==> src/rtl/lab3_disp_ctrl.sv <==
// Board display driver: latches a CPU value and shows it as hex on a 4-digit 7-seg display and on 16 LEDs.
// Latency: led follows update by 1 cycle; seg/dp/an follow a digit index change by 1 cycle.
// Backpressure: none; update is a single-cycle strobe and is always accepted.
//
// Ports:
//   fpga_clk, reset_n   clock and asynchronous active-low reset
//   data_in, pc_in      CPU result and program counter, captured on update
//   update              capture strobe (capture every cycle while held high)
//   halt                CPU halted; display blinks while high
//   sel_pc              0 = show data, 1 = show PC with upper digits zero
//   seg, dp, an         active-low segments {g,f,e,d,c,b,a}, decimal point, one-hot anodes
//   led                 captured data value, active high
module lab3_disp_ctrl #(
  parameter int REFRESH_DIV = 100000,
  parameter int BLINK_DIV   = 50000000,
  parameter int BLANK_LZ    = 1
) (
  input  logic        fpga_clk,
  input  logic        reset_n,
  input  logic [15:0] data_in,
  input  logic [7:0]  pc_in,
  input  logic        update,
  input  logic        halt,
  input  logic        sel_pc,
  output logic [6:0]  seg,
  output logic        dp,
  output logic [3:0]  an,
  output logic [15:0] led
);

  localparam int RW = $clog2(REFRESH_DIV);
  localparam int BW = $clog2(BLINK_DIV);
  localparam logic [RW-1:0] REF_LAST   = RW'(REFRESH_DIV - 1);
  localparam logic [BW-1:0] BLINK_LAST = BW'(BLINK_DIV - 1);

  logic [15:0]   data_q;
  logic [7:0]    pc_q;
  logic          act_q;
  logic [RW-1:0] ref_cnt;
  logic [1:0]    idx;
  logic [BW-1:0] blink_cnt;
  logic          blink_ph;

  logic [15:0]   disp;
  logic [3:0]    nib;
  logic [6:0]    hex_seg;
  logic          lz_blank;
  logic          dark;
  logic [6:0]    seg_d;
  logic [3:0]    an_d;
  logic          dp_d;

  // Capture; the activity toggle gives a visible heartbeat on digit 0's dp.
  always_ff @(posedge fpga_clk or negedge reset_n) begin
    if (!reset_n) begin
      data_q <= '0;
      pc_q   <= '0;
      act_q  <= 1'b0;
      led    <= '0;
    end else if (update) begin
      data_q <= data_in;
      pc_q   <= pc_in;
      act_q  <= ~act_q;
      led    <= data_in;
    end
  end

  // Digit refresh: each digit stays lit for REFRESH_DIV cycles.
  always_ff @(posedge fpga_clk or negedge reset_n) begin
    if (!reset_n) begin
      ref_cnt <= '0;
      idx     <= 2'd0;
    end else if (ref_cnt == REF_LAST) begin
      ref_cnt <= '0;
      idx     <= idx + 2'd1;
    end else begin
      ref_cnt <= ref_cnt + 1'b1;
    end
  end

  // Blink timer runs only while halted and restarts from the visible phase.
  always_ff @(posedge fpga_clk or negedge reset_n) begin
    if (!reset_n) begin
      blink_cnt <= '0;
      blink_ph  <= 1'b0;
    end else if (!halt) begin
      blink_cnt <= '0;
      blink_ph  <= 1'b0;
    end else if (blink_cnt == BLINK_LAST) begin
      blink_cnt <= '0;
      blink_ph  <= ~blink_ph;
    end else begin
      blink_cnt <= blink_cnt + 1'b1;
    end
  end

  always_comb begin
    disp = sel_pc ? {8'h00, pc_q} : data_q;
    nib  = disp[{idx, 2'b00} +: 4];
  end

  always_comb begin
    hex_seg = 7'h7F;
    case (nib)
      4'h0: hex_seg = 7'h40;
      4'h1: hex_seg = 7'h79;
      4'h2: hex_seg = 7'h24;
      4'h3: hex_seg = 7'h30;
      4'h4: hex_seg = 7'h19;
      4'h5: hex_seg = 7'h12;
      4'h6: hex_seg = 7'h02;
      4'h7: hex_seg = 7'h78;
      4'h8: hex_seg = 7'h00;
      4'h9: hex_seg = 7'h10;
      4'hA: hex_seg = 7'h08;
      4'hB: hex_seg = 7'h03;
      4'hC: hex_seg = 7'h46;
      4'hD: hex_seg = 7'h21;
      4'hE: hex_seg = 7'h06;
      4'hF: hex_seg = 7'h0E;
      default: hex_seg = 7'h7F;
    endcase
  end

  // A digit is a leading zero when it and every digit to its left are zero.
  always_comb begin
    lz_blank = 1'b0;
    case (idx)
      2'd1:    lz_blank = (disp[15:4]  == 12'h000);
      2'd2:    lz_blank = (disp[15:8]  == 8'h00);
      2'd3:    lz_blank = (disp[15:12] == 4'h0);
      default: lz_blank = 1'b0;
    endcase
    lz_blank = lz_blank && (BLANK_LZ != 0);
  end

  // Blink and blanking only darken an/seg; dp keeps tracking activity.
  always_comb begin
    dark  = halt & blink_ph;
    seg_d = (lz_blank || dark) ? 7'h7F : hex_seg;
    an_d  = (lz_blank || dark) ? 4'hF : ~(4'b0001 << idx);
    dp_d  = (idx == 2'd0) ? ~act_q : 1'b1;
  end

  // Registered pins: reset holds all digits dark so release cannot glitch an.
  always_ff @(posedge fpga_clk or negedge reset_n) begin
    if (!reset_n) begin
      seg <= 7'h7F;
      dp  <= 1'b1;
      an  <= 4'hF;
    end else begin
      seg <= seg_d;
      dp  <= dp_d;
      an  <= an_d;
    end
  end

endmodule

==> config.mk <==
export PLATFORM = sky130hd
export DESIGN_NAME = lab3_disp_ctrl
export DESIGN_NICKNAME = d
export VERILOG_FILES = /design/src/rtl/lab3_disp_ctrl.sv
export SDC_FILE = /design/constraint.sdc
export NUM_CORES = 1
export LEC_CHECK = 0
export CAP_MARGIN = 15
export CELL_PAD_IN_SITES_DETAIL_PLACEMENT = 0
export CELL_PAD_IN_SITES_GLOBAL_PLACEMENT = 1
export CORE_MARGIN = 4
export CORE_UTILIZATION = 30
export DETAILED_ROUTE_END_ITERATION = 12
export PLACE_DENSITY = 0.62
export SETUP_SLACK_MARGIN = 0.3
export SKIP_CTS_REPAIR_TIMING = 1
export SLEW_MARGIN = 10
export SYNTH_ARGS = -nofsm -noshare
export SYNTH_HDL_FRONTEND = slang
export SYNTH_SLANG_ARGS = --single-unit
==> constraint.sdc <==
create_clock -name fpga_clk -period 2.1 [get_ports fpga_clk]
set_input_delay 0.42 -clock fpga_clk [delete_from_list [all_inputs] [get_ports fpga_clk]]
set_output_delay 0.42 -clock fpga_clk [all_outputs]
set_load 0.05 [all_outputs]
* Word-level counts from Yosys, hierarchy flattened
Memories as Yosys holds them, arrays and structs flattened.
Cells that the tools add are included.
** Storage, ports and cells
- Flip-flop bits (word level) :: 83
- Memory bits (read-only) :: 112
- Logic and storage cells :: 41
- Memories kept :: 1
** Memories
- (name not given) :: words 16, bits a word 7, rd ports 1, clocked after memory_dff 0, write ports 0, line 104 : case (nib)
** Operators by class
- Add/subtract/negate cells :: 3
- Equal/unequal tests :: 6
- Shift operators :: 2
- Multiplexer cells :: 10
- Bitwise gates (word level) :: 4
- Reductions and logical operators :: 5
** Operators by type and width (count)
- $mux W26 :: 2
- $add A26 B1 Y26 const B :: 1
- $eq A26 B26 Y1 const B :: 1
- $add A17 B1 Y17 const B :: 1
- $eq A17 B17 Y1 const B :: 1
- $mux W17 :: 1
- $mux W16 :: 1
- $shiftx A16 B5 Y4 :: 1
- $logic_not A12 Y1 :: 1
- $logic_not A8 Y1 :: 1
- $mux W7 :: 1
- $eq A2 B2 Y1 const B :: 2
- $logic_not A4 Y1 :: 1
- $mux W4 :: 1
- $not A4 Y4 :: 1
- $shl A1 B2 Y4 const A :: 1
- $mux W1 :: 3
- $pmux W1 S3 :: 1
- $add A2 B1 Y2 const B :: 1
- $eq A2 B1 Y1 const B :: 1
- $logic_not A2 Y1 :: 1
- $ne A2 B1 Y1 const B :: 1
- $not A1 Y1 :: 2
- $and A1 B1 Y1 :: 1
- $logic_or A1 B1 Y1 :: 1

* Longest topological paths before layout
Gate-level depths: netlist of run 1.
- Depth in word-level cells :: 5
- Depth in mapped cells :: 11

* Worst setup path before layout of run 1
Ideal clock, no wire load.
- Kind :: register to register
- Start :: register ref_cnt[12]
- End :: register idx[1]
- Library setup time :: 127 ps
- Arrival time :: 2043 ps
- Required time :: 1973 ps
- Path slack :: -71 ps
- Stages on the path, launching flop included :: 6
- Path buffers :: 0
- Clock period less this slack :: 2171 ps
- Cells stage by stage :: dfrtp_1 -> or4b_1 -> or4b_1 -> nor4_1 -> and3_2 -> mux2_1
** On the way
- Cells in the longest elaborated chain, start to end :: 1
** Ends and longest elaborated chain
- start, declared :: line 39 : logic [RW-1:0] ref_cnt;
- start signal, assigned :: line 77 : ref_cnt <= ref_cnt + 1'b1;
- $eq A17 B17 Y1 :: line 73 : end else if (ref_cnt == REF_LAST) begin
- end signal, assigned :: line 75 : idx <= idx + 2'd1;
- end, declared :: line 40 : logic [1:0] idx;
No other way between the ends.
A chain may end at the register's enable or synchronous reset.

* Worst setup path after layout of run 1
- Start :: register ref_cnt[14]
- End :: register idx[1]
Same word-level chain as after synthesis.

==> impl_metrics.py, run 1 <==
metrics = {
    "place": {
        "io_buffers": 56,
        "place_congestion": 0.784,
        "dpl_cell_area_um2": 5090,
        "post-dp-hpwl_mm": 6.68,
        "placed_cells": 621,
        "dp_slack_ns": -0.434,
    },
    "timing": {
        "final.setup.worst_slack_ns": -0.234,
        "period_minus_slack_ns": 2.33,
        "worst_slew_pin_slew_ns": 0.520,
        "max_freq_ghz": 0.428,
        "finalSetupViolations": 11,
        "slew_viol_final": 0,
        "skew_ns": 0.00591,
        "rsz0062_at_grt": "true",
        "hold_violations": 0,
        "slew_headroom_pct": 65.2,
        "tns_ns": -1.55,
        "post-route-period-util_pct": 111,
    },
    "floorplan": {
        "rows": 42,
        "die_h_um": 124,
        "core-area_um2": 13200,
        "die_x_um": 124,
        "io_pins": 57,
        "start_util_pct": 30.6,
        "die_area_um2": 15400,
    },
    "outcome": {
        "status": "finished, violations left",
        "violations": "negative setup slack",
    },
    "clock_network": {
        "h-tree-depth": 3,
        "cts.clk_slew.worst_paths_ns": 0.07,
        "worstSkewPairLatency_ns": 0.34,
        "cts_made_buffers": 9,
        "cts_max_path_buffers": 2,
        "cts_root_buf": "clkbuf_16",
        "clkSinkCount": 83,
        "cts_tree": "yes",
    },
    "power": {
        "powerDensity_nw_per_um2": 725,
        "p_leak_nw": 2.55,
        "internal_power_mw": 3.03,
        "swShare_pct": 29.2,
        "clockPowerShare_pct": 37.2,
        "vdd.ir_drop.worst_v": 0.000385,
        "pwr-share-seq_pct": 42.4,
        "p_sw_mw": 1.25,
        "p_total_mw": 4.28,
        "combPwrFrac_pct": 20.4,
    },
    "worst_setup_path": {
        "critPathLaunchType": "register",
        "rrSetupSlack_ns": -0.23,
        "timing.rr.end": "idx[1]",
        "worstPathArrival_ns": 2.56,
        "required_ns": 2.32,
        "r2r_start": "ref_cnt[14]",
        "r2r_cells": 5,
        "criticalPathCategory": "reg -> reg",
        "critPathMaxFanout": 2,
        "crit_path_end_kind": "register",
    },
    "logic_synthesis": {
        "yosys_warnings": 0,
        "seq_area_frac_synth_pct": 51.6,
        "synth_common_cells": "71 x dfrtp_1, 45 x nor2_1, 26 x mux2_2, 25 x xor2_1, 22 x nand2_1",
        "yosys-top-cells-area": "dfrtp_1 44%, dfstp_2 7.8%, mux2_2 7.2%",
        "synthesis.nets": 411,
        "avgSynthCellArea_um2": 11.0,
        "synth_async_sr_flop_share_pct": 100,
        "syn_area_um2": 4050,
        "synth_flop_cell": "dfrtp_1",
        "synth-edff-count": 0,
        "netlist.area_leader.share_pct": 43.8,
        "yosysMostFrequentCell": "dfrtp_1",
        "synth-seq-cells": 83,
        "syn_inst": 369,
        "synth_area_leader_cell": "dfrtp_1",
        "synth_cell_type_count": 40,
    },
    "detailed_routing": {
        "ant_nets": 0,
        "dr.pass1.iters": 4,
        "drt_iter0_drc": 131,
        "wl_per_cell_um": 14.7,
        "drc": 0,
        "vias": 3058,
        "viasPerCell": 4.70,
        "drt_wl_total_mm": 9.57,
    },
    "global_routing": {
        "grt_max_degree": 53,
        "grt_pass1_wl_mm": 15.6,
        "gr-total-overflow": 0,
        "grt_pass1_vias": 3168,
        "gr-usage-all-layers_pct": 12.2,
        "antenna_found_initial": 0,
    },
    "final_layout": {
        "fin_area_um2": 5900,
        "final_cells": 651,
        "final_layout_size_suffix_gt1_share_pct": 34.3,
        "syn_to_final_growth_pct": 45.6,
        "diodes": 0,
        "nets": 512,
    },
    "worst_hold_path": {
        "min_path_type": "in -> async",
    },
    "flow_run": {
        "max-cap-violations": 0,
    },
}
area by class of cell:
type | instances | area, um^2
fillers | 1254 | 7340
repair buffers | 100 | 1010
multi-input cells | 265 | 2220
clock inverters | 7 | 76.3
flip-flops and latches | 83 | 2100
inverters | 11 | 46.3
clock buffers | 9 | 225
well taps | 176 | 220
placed cells by master, fill, tap and decap left out, drive strengths merged, types with 3 or more instances in the layout:
cell,netlist,routed
nand2,22,22
and3,10,10
nor2,45,45
and4,4,4
clkdlybuf4s50,0,26
and2,3,3
clkbuf,8,9
nand4,10,10
inv,11,13
o22ai,4,4
xor2,25,25
dfrtp,71,71
nand3,18,18
a21oi,5,6
xnor2,17,17
ha,13,13
nor4,7,7
mux2i,12,12
nor3,6,6
or4b,3,3
mux2,27,27
o211ai,4,4
o221ai,5,5
nand2b,6,6
buf,3,54
dlymetal6s2s,0,20
o21ai,4,4
dfstp,12,12
worst max-delay path by stage:
stage           startpoint  endpoint  slack, ns  depth (start not counted)
2_1_floorplan  ref_cnt[12]    idx[1]      -0.07                          5
3_3_place_gp        sel_pc    seg[5]      -0.38                          6
3_5_place_dp        sel_pc    seg[5]      -0.43                          6
4_1_cts        ref_cnt[12]    idx[1]      -0.19                          5
5_1_grt        ref_cnt[14]    idx[1]      -0.30                          5
6_report       ref_cnt[14]    idx[1]      -0.23                          5
state kept, by name (all words and copies together) (netlist names):
register	cells
ref_cnt	17
blink_ph	1
data_q	16
blink_cnt	26
idx	2
pc_q	8
an	4
seg	7
act_q	1
dp	1
power groups by stage:
stage          combinational (mW)  clock (mW)  sequential, mW
3_5_place_dp                0.783           0            1.83
6_report                    0.873        1.59            1.81
5_1_grt                     0.928        1.72            1.83
4_1_cts                     0.786        1.65            1.80
3_3_place_gp                0.778           0            1.83
2_1_floorplan               0.214           0            2.06
stage by stage:
stage / util [%] / hold WS [ns]
detailed placement: 38.4 / 0.395
CTS: 40.7 / 0.0271
finish: 44.5 / 0.0222
global route: 44.5 / 0.0401
floorplan: - / 0.124
global placement: 38.4 / 0.390
worst max-delay path, cell delays in order, from the launching register on:
cell and delay, ns:
dfrtp_1 0.38, or4b_4 0.54, or4b_4 0.51, nor4_4 0.27, and3_4 0.23, mux2_4 0.29
per-layer routing:
layer	global-route usage, %	vias to the layer above	part of all wire [%]	wire, um
li1	-	1486	-	-
met1	16.8	1489	46	4450
met2	18.4	72	48	4600
met3	3.31	11	3.9	377
met4	4.45	0	1.5	140
met5	0	-	0	0
kinds of logic after synthesis:
group	after synthesis	synth area share [%]
buf+inv	22	2.25
simple gates	143	18.0
flops	83	51.6
xor+xnor	42	9.08
mux	39	10.5
fa+ha+maj	13	4.01
compound gates	27	4.60
Power figures use the tool's default switching activity.
==> run 2, diff against run 1 <==
Settings changed: CORE_UTILIZATION 30 to 39, PLACE_DENSITY 0.62 to 0.77.
==> impl_metrics.py, run 2 (synthesis results as in run 1) <==
metrics = {
    "detailed_routing": {
        "wl_per_cell_um": 15.7,
        "viasPerCell": 5.07,
        "vias": 3102,
        "drt_wl_total_mm": 9.62,
        "drt_iter0_drc": 154,
        "dr.pass1.iters": 4,
        "drc": 0,
        "ant_nets": 0,
    },
    "flow_run": {
        "max-cap-violations": 0,
    },
    "worst_setup_path": {
        "path_buf_inv": 0,
        "criticalPathCategory": "reg -> reg",
        "r2r_cells": 5,
        "endpoint": "idx[1]",
        "crit_start": "ref_cnt[12]",
        "worstPathArrival_ns": 2.48,
        "slowest_stage": "or4b_4",
        "critPathTopFamily": "simple AND/OR/NAND/NOR gates",
        "rrSetupSlack_ns": -0.14,
        "cp_cell_sequence": "or4b_1 -> or4b_4 -> nor4_4 -> and3_4 -> mux2_4",
        "required_ns": 2.33,
        "crit_path_end_kind": "register",
        "critPathMaxStageDelay_ns": 0.54,
        "critPathMaxFanout": 2,
        "crit_cells": 5,
        "timing.rr.end": "idx[1]",
        "critPathLaunchType": "register",
        "r2r_start": "ref_cnt[12]",
    },
    "power": {
        "p_leak_nw": 2.53,
        "vdd.ir_drop.worst_v": 0.000410,
        "powerDensity_nw_per_um2": 646,
    },
    "final_layout": {
        "syn_to_final_growth_pct": 42.3,
        "final_cells": 612,
        "final_common_cell": "dfrtp_1",
        "layout.cells.most_common_list": "64 x dfrtp_1, 44 x buf_4, 42 x nor2_1",
        "regMostFlops": "blink_cnt",
        "largest_reg_flops": 26,
        "finish.utilization_pct": 57.9,
        "top_regs": "blink_cnt (26), ref_cnt (17), data_q (16)",
        "fin_area_um2": 5770,
        "nets": 516,
        "final_layout_size_suffix_gt1_share_pct": 36.7,
        "diodes": 0,
    },
    "global_routing": {
        "antenna_found_initial": 0,
        "grt_pass1_vias": 3123,
        "grt_pass1_wl_mm": 15.3,
        "grt_max_degree": 39,
        "gr-total-overflow": 0,
        "gr-usage-all-layers_pct": 16.2,
    },
    "timing": {
        "final.setup.worst_slack_ns": -0.144,
        "finalSetupViolations": 11,
        "hold_violations": 0,
        "slew_viol_final": 0,
        "slew_headroom_pct": 64.8,
        "period_minus_slack_ns": 2.24,
        "worst_slew_pin_slew_ns": 0.528,
        "worst_hold_slack_ns": 0.00234,
        "rsz0062_at_grt": "true",
        "post-route-period-util_pct": 107,
        "max_freq_ghz": 0.446,
        "skew_ns": 0.0106,
    },
    "floorplan": {
        "rows": 36,
        "die_x_um": 110,
        "start_util_pct": 40.7,
        "die_area_um2": 12100,
        "die_h_um": 110,
        "core-area_um2": 9950,
        "io_pins": 57,
    },
    "outcome": {
        "violations": "negative setup slack",
        "status": "finished, violations left",
    },
    "clock_network": {
        "cts.clk_slew.worst_paths_ns": 0.09,
        "cts_made_buffers": 9,
        "cts_tree": "yes",
        "cts_root_buf": "clkbuf_8",
        "h-tree-depth": 3,
        "worstSkewPairLatency_ns": 0.35,
        "clkSinkCount": 83,
        "cts_max_path_buffers": 2,
    },
    "place": {
        "place_congestion": 0.791,
        "io_buffers": 56,
        "dpl_cell_area_um2": 5030,
        "post-dp-hpwl_mm": 6.50,
        "placed_cells": 579,
    },
    "worst_hold_path": {
        "min_path_type": "in -> async",
    },
}
run 2: changes by cell type in the layout (fill, tap and decap cells not counted), moves of 3 or more:
cell	delta
clkbuf_8	+9
nor2_2	+3
clkbuf_16	-8
buf_4	+4
run 2: final cells by class:
cell class,count,area [um^2]
flip-flops and latches,83,2100
multi-input cells,265,2240
clock inverters,6,40.0
well taps,133,166
clock buffers,10,128
fillers,798,4190
inverters,11,46.3
repair buffers,104,1040
run 2: worst min path at each step:
| stage | start | endpoint | slack (ns) |
|---|---|---|---|
| after CTS | reset_n | blink_cnt[2] | 0.008 |
| after floorplan | reset_n | act_q | 0.12 |
| final | reset_n | blink_cnt[2] | 0.002 |
| after global routing | reset_n | blink_cnt[4] | 0.02 |
| after detailed placement | reset_n | blink_cnt[2] | 0.40 |
| after global placement | reset_n | blink_cnt[4] | 0.40 |
run 2: per-stage QoR:
step	power [mW]	TNS (ns)	setup WS, ns
finish	3.72	-0.841	-0.144
detailed placement	2.61	-4.22	-0.424
global placement	2.60	-3.46	-0.351
floorplan	2.27	-0.0653	-0.0653
CTS	3.64	-1.44	-0.165
global route	3.92	-1.89	-0.222
run 2: metal layers:
metal  vias to the layer above  track usage (%)  routed length [um]
li1                       1500                -                   -
met1                      1548             21.6                4480
met2                        44             25.9                4740
met3                        10             3.58                 289
met4                         0             5.52                 110
met5                         -                0                   0
run 2: report_power, final:
part | switching (mW) | internal (mW) | leakage (nW) | total, mW
Sequential | 0.0804 | 1.72 | 1.03 | 1.80
Clock | 0.593 | 0.430 | 0.0864 | 1.02
Combinational | 0.515 | 0.383 | 1.40 | 0.898
==> run 3, diff against run 2 <==
Settings changed: CTS_BUF_LIST from default to sky130_fd_sc_hd__clkbuf_16, CTS_CLUSTER_SIZE from default to 24.
==> impl_metrics.py, run 3 (synthesis results as in run 1) <==
metrics = {
    "power": {
        "internal_power_mw": 2.89,
        "p_total_mw": 4.12,
        "vdd.ir_drop.worst_v": 0.000386,
        "p_leak_nw": 2.56,
        "pwr-share-seq_pct": 43.9,
        "p_sw_mw": 1.23,
        "combPwrFrac_pct": 21.2,
        "clockPowerShare_pct": 34.9,
        "swShare_pct": 29.8,
        "powerDensity_nw_per_um2": 706,
    },
    "clock_network": {
        "cts_root_buf": "clkbuf_16",
        "clkSinkCount": 83,
        "worstSkewPairLatency_ns": 0.34,
        "cts_tree": "yes",
        "h-tree-depth": 3,
        "cts_made_buffers": 9,
        "cts.clk_slew.worst_paths_ns": 0.06,
        "cts_max_path_buffers": 2,
    },
    "worst_setup_path": {
        "worstPathArrival_ns": 2.47,
        "criticalPathCategory": "reg -> reg",
        "critPathMaxFanout": 2,
        "r2r_cells": 5,
        "required_ns": 2.31,
        "r2r_start": "ref_cnt[14]",
        "crit_start": "ref_cnt[14]",
        "timing.rr.end": "idx[1]",
        "crit_path_end_kind": "register",
        "critPathLaunchType": "register",
        "rrSetupSlack_ns": -0.16,
    },
    "global_routing": {
        "grt_pass1_vias": 3076,
        "antenna_found_initial": 0,
        "gr-total-overflow": 0,
        "gr-usage-all-layers_pct": 16.2,
        "grt_max_degree": 39,
        "grt_pass1_wl_mm": 15.2,
    },
    "final_layout": {
        "diodes": 0,
        "final_cells": 610,
        "top_regs": "blink_cnt (26), ref_cnt (17), data_q (16)",
        "fin_area_um2": 5830,
        "largest_reg_flops": 26,
        "final_common_cell": "dfrtp_1",
        "syn_to_final_growth_pct": 43.9,
        "nets": 514,
        "layout.cells.most_common_list": "65 x dfrtp_1, 46 x buf_4, 42 x nor2_1",
        "finish.utilization_pct": 58.6,
        "regMostFlops": "blink_cnt",
        "final_layout_size_suffix_gt1_share_pct": 36.1,
    },
    "worst_hold_path": {
        "min_path_type": "in -> async",
    },
    "detailed_routing": {
        "ant_nets": 0,
        "vias": 3093,
        "wl_per_cell_um": 15.4,
        "drt_wl_total_mm": 9.40,
        "drt_iter0_drc": 201,
        "dr.pass1.iters": 4,
        "viasPerCell": 5.07,
        "drc": 0,
    },
    "outcome": {
        "status": "finished, violations left",
        "violations": "negative setup slack",
    },
    "timing": {
        "slew_viol_final": 0,
        "max_freq_ghz": 0.443,
        "post-route-period-util_pct": 108,
        "hold_violations": 0,
        "worst_slew_pin_slew_ns": 0.528,
        "rsz0062_at_grt": "true",
        "period_minus_slack_ns": 2.26,
        "slew_headroom_pct": 64.7,
        "finalSetupViolations": 11,
        "tns_ns": -0.996,
        "skew_ns": 0.00720,
        "worst_hold_slack_ns": 0.0280,
        "final.setup.worst_slack_ns": -0.160,
    },
    "floorplan": {
        "core-area_um2": 9950,
        "io_pins": 57,
        "die_area_um2": 12100,
        "start_util_pct": 40.7,
        "die_h_um": 110,
        "rows": 36,
        "die_x_um": 110,
    },
    "place": {
        "place_congestion": 0.791,
        "post-dp-hpwl_mm": 6.50,
        "io_buffers": 56,
        "dp_slack_ns": -0.424,
        "placed_cells": 579,
        "dpl_cell_area_um2": 5030,
    },
    "flow_run": {
        "max-cap-violations": 0,
    },
}
==> run 3: changes by cell type in the layout (fill, tap and decap cells not counted), moves of 2 or more <==
cell and delta:
clkbuf_16 +9, buf_6 -6, o22ai_2 +2, clkbuf_8 -9
buf_4 +2
==> run 3: worst max-delay path by stage <==
stage                   to  slack (ns)  cells past startpoint
floorplan           idx[1]       -0.07                      5
global placement    seg[1]       -0.35                      7
detailed placement  seg[5]       -0.42                      7
CTS                 idx[1]       -0.16                      5
global route        idx[1]       -0.27                      5
finish              idx[1]       -0.16                      5
==> run 3: worst max-delay path, cell delays in order (launching register included) <==
cell and delay [ns]:
dfrtp_1 0.37, or4b_1 0.51, or4b_1 0.49, nor4_2 0.25, and3_4 0.22, mux2_4 0.29
==> run 3: final cells by class <==
type	instances	area, um^2
inverters	11	48.8
clock inverters	7	43.8
multi-input cells	265	2220
repair buffers	102	1030
fillers	806	4120
flip-flops and latches	83	2100
clock buffers	9	225
well taps	133	166
==> run 3: power by group through the flow <==
| stage | combinational, mW | sequential [mW] | clock [mW] |
|---|---|---|---|
| after CTS | 0.787 | 1.80 | 1.48 |
| after global placement | 0.775 | 1.83 | 0 |
| after detailed placement | 0.785 | 1.83 | 0 |
| after global routing | 0.929 | 1.82 | 1.56 |
| final | 0.873 | 1.81 | 1.44 |
| after floorplan | 0.214 | 2.06 | 0 |
==> run 3: metal layers <==
metal  GRT usage [%]  wire length, um  up-vias
met5               0                0        -
met4            4.19               93        0
met3            4.64              338        6
met2            25.3             4500       51
met1            22.0             4470     1534
li1                -                -     1502
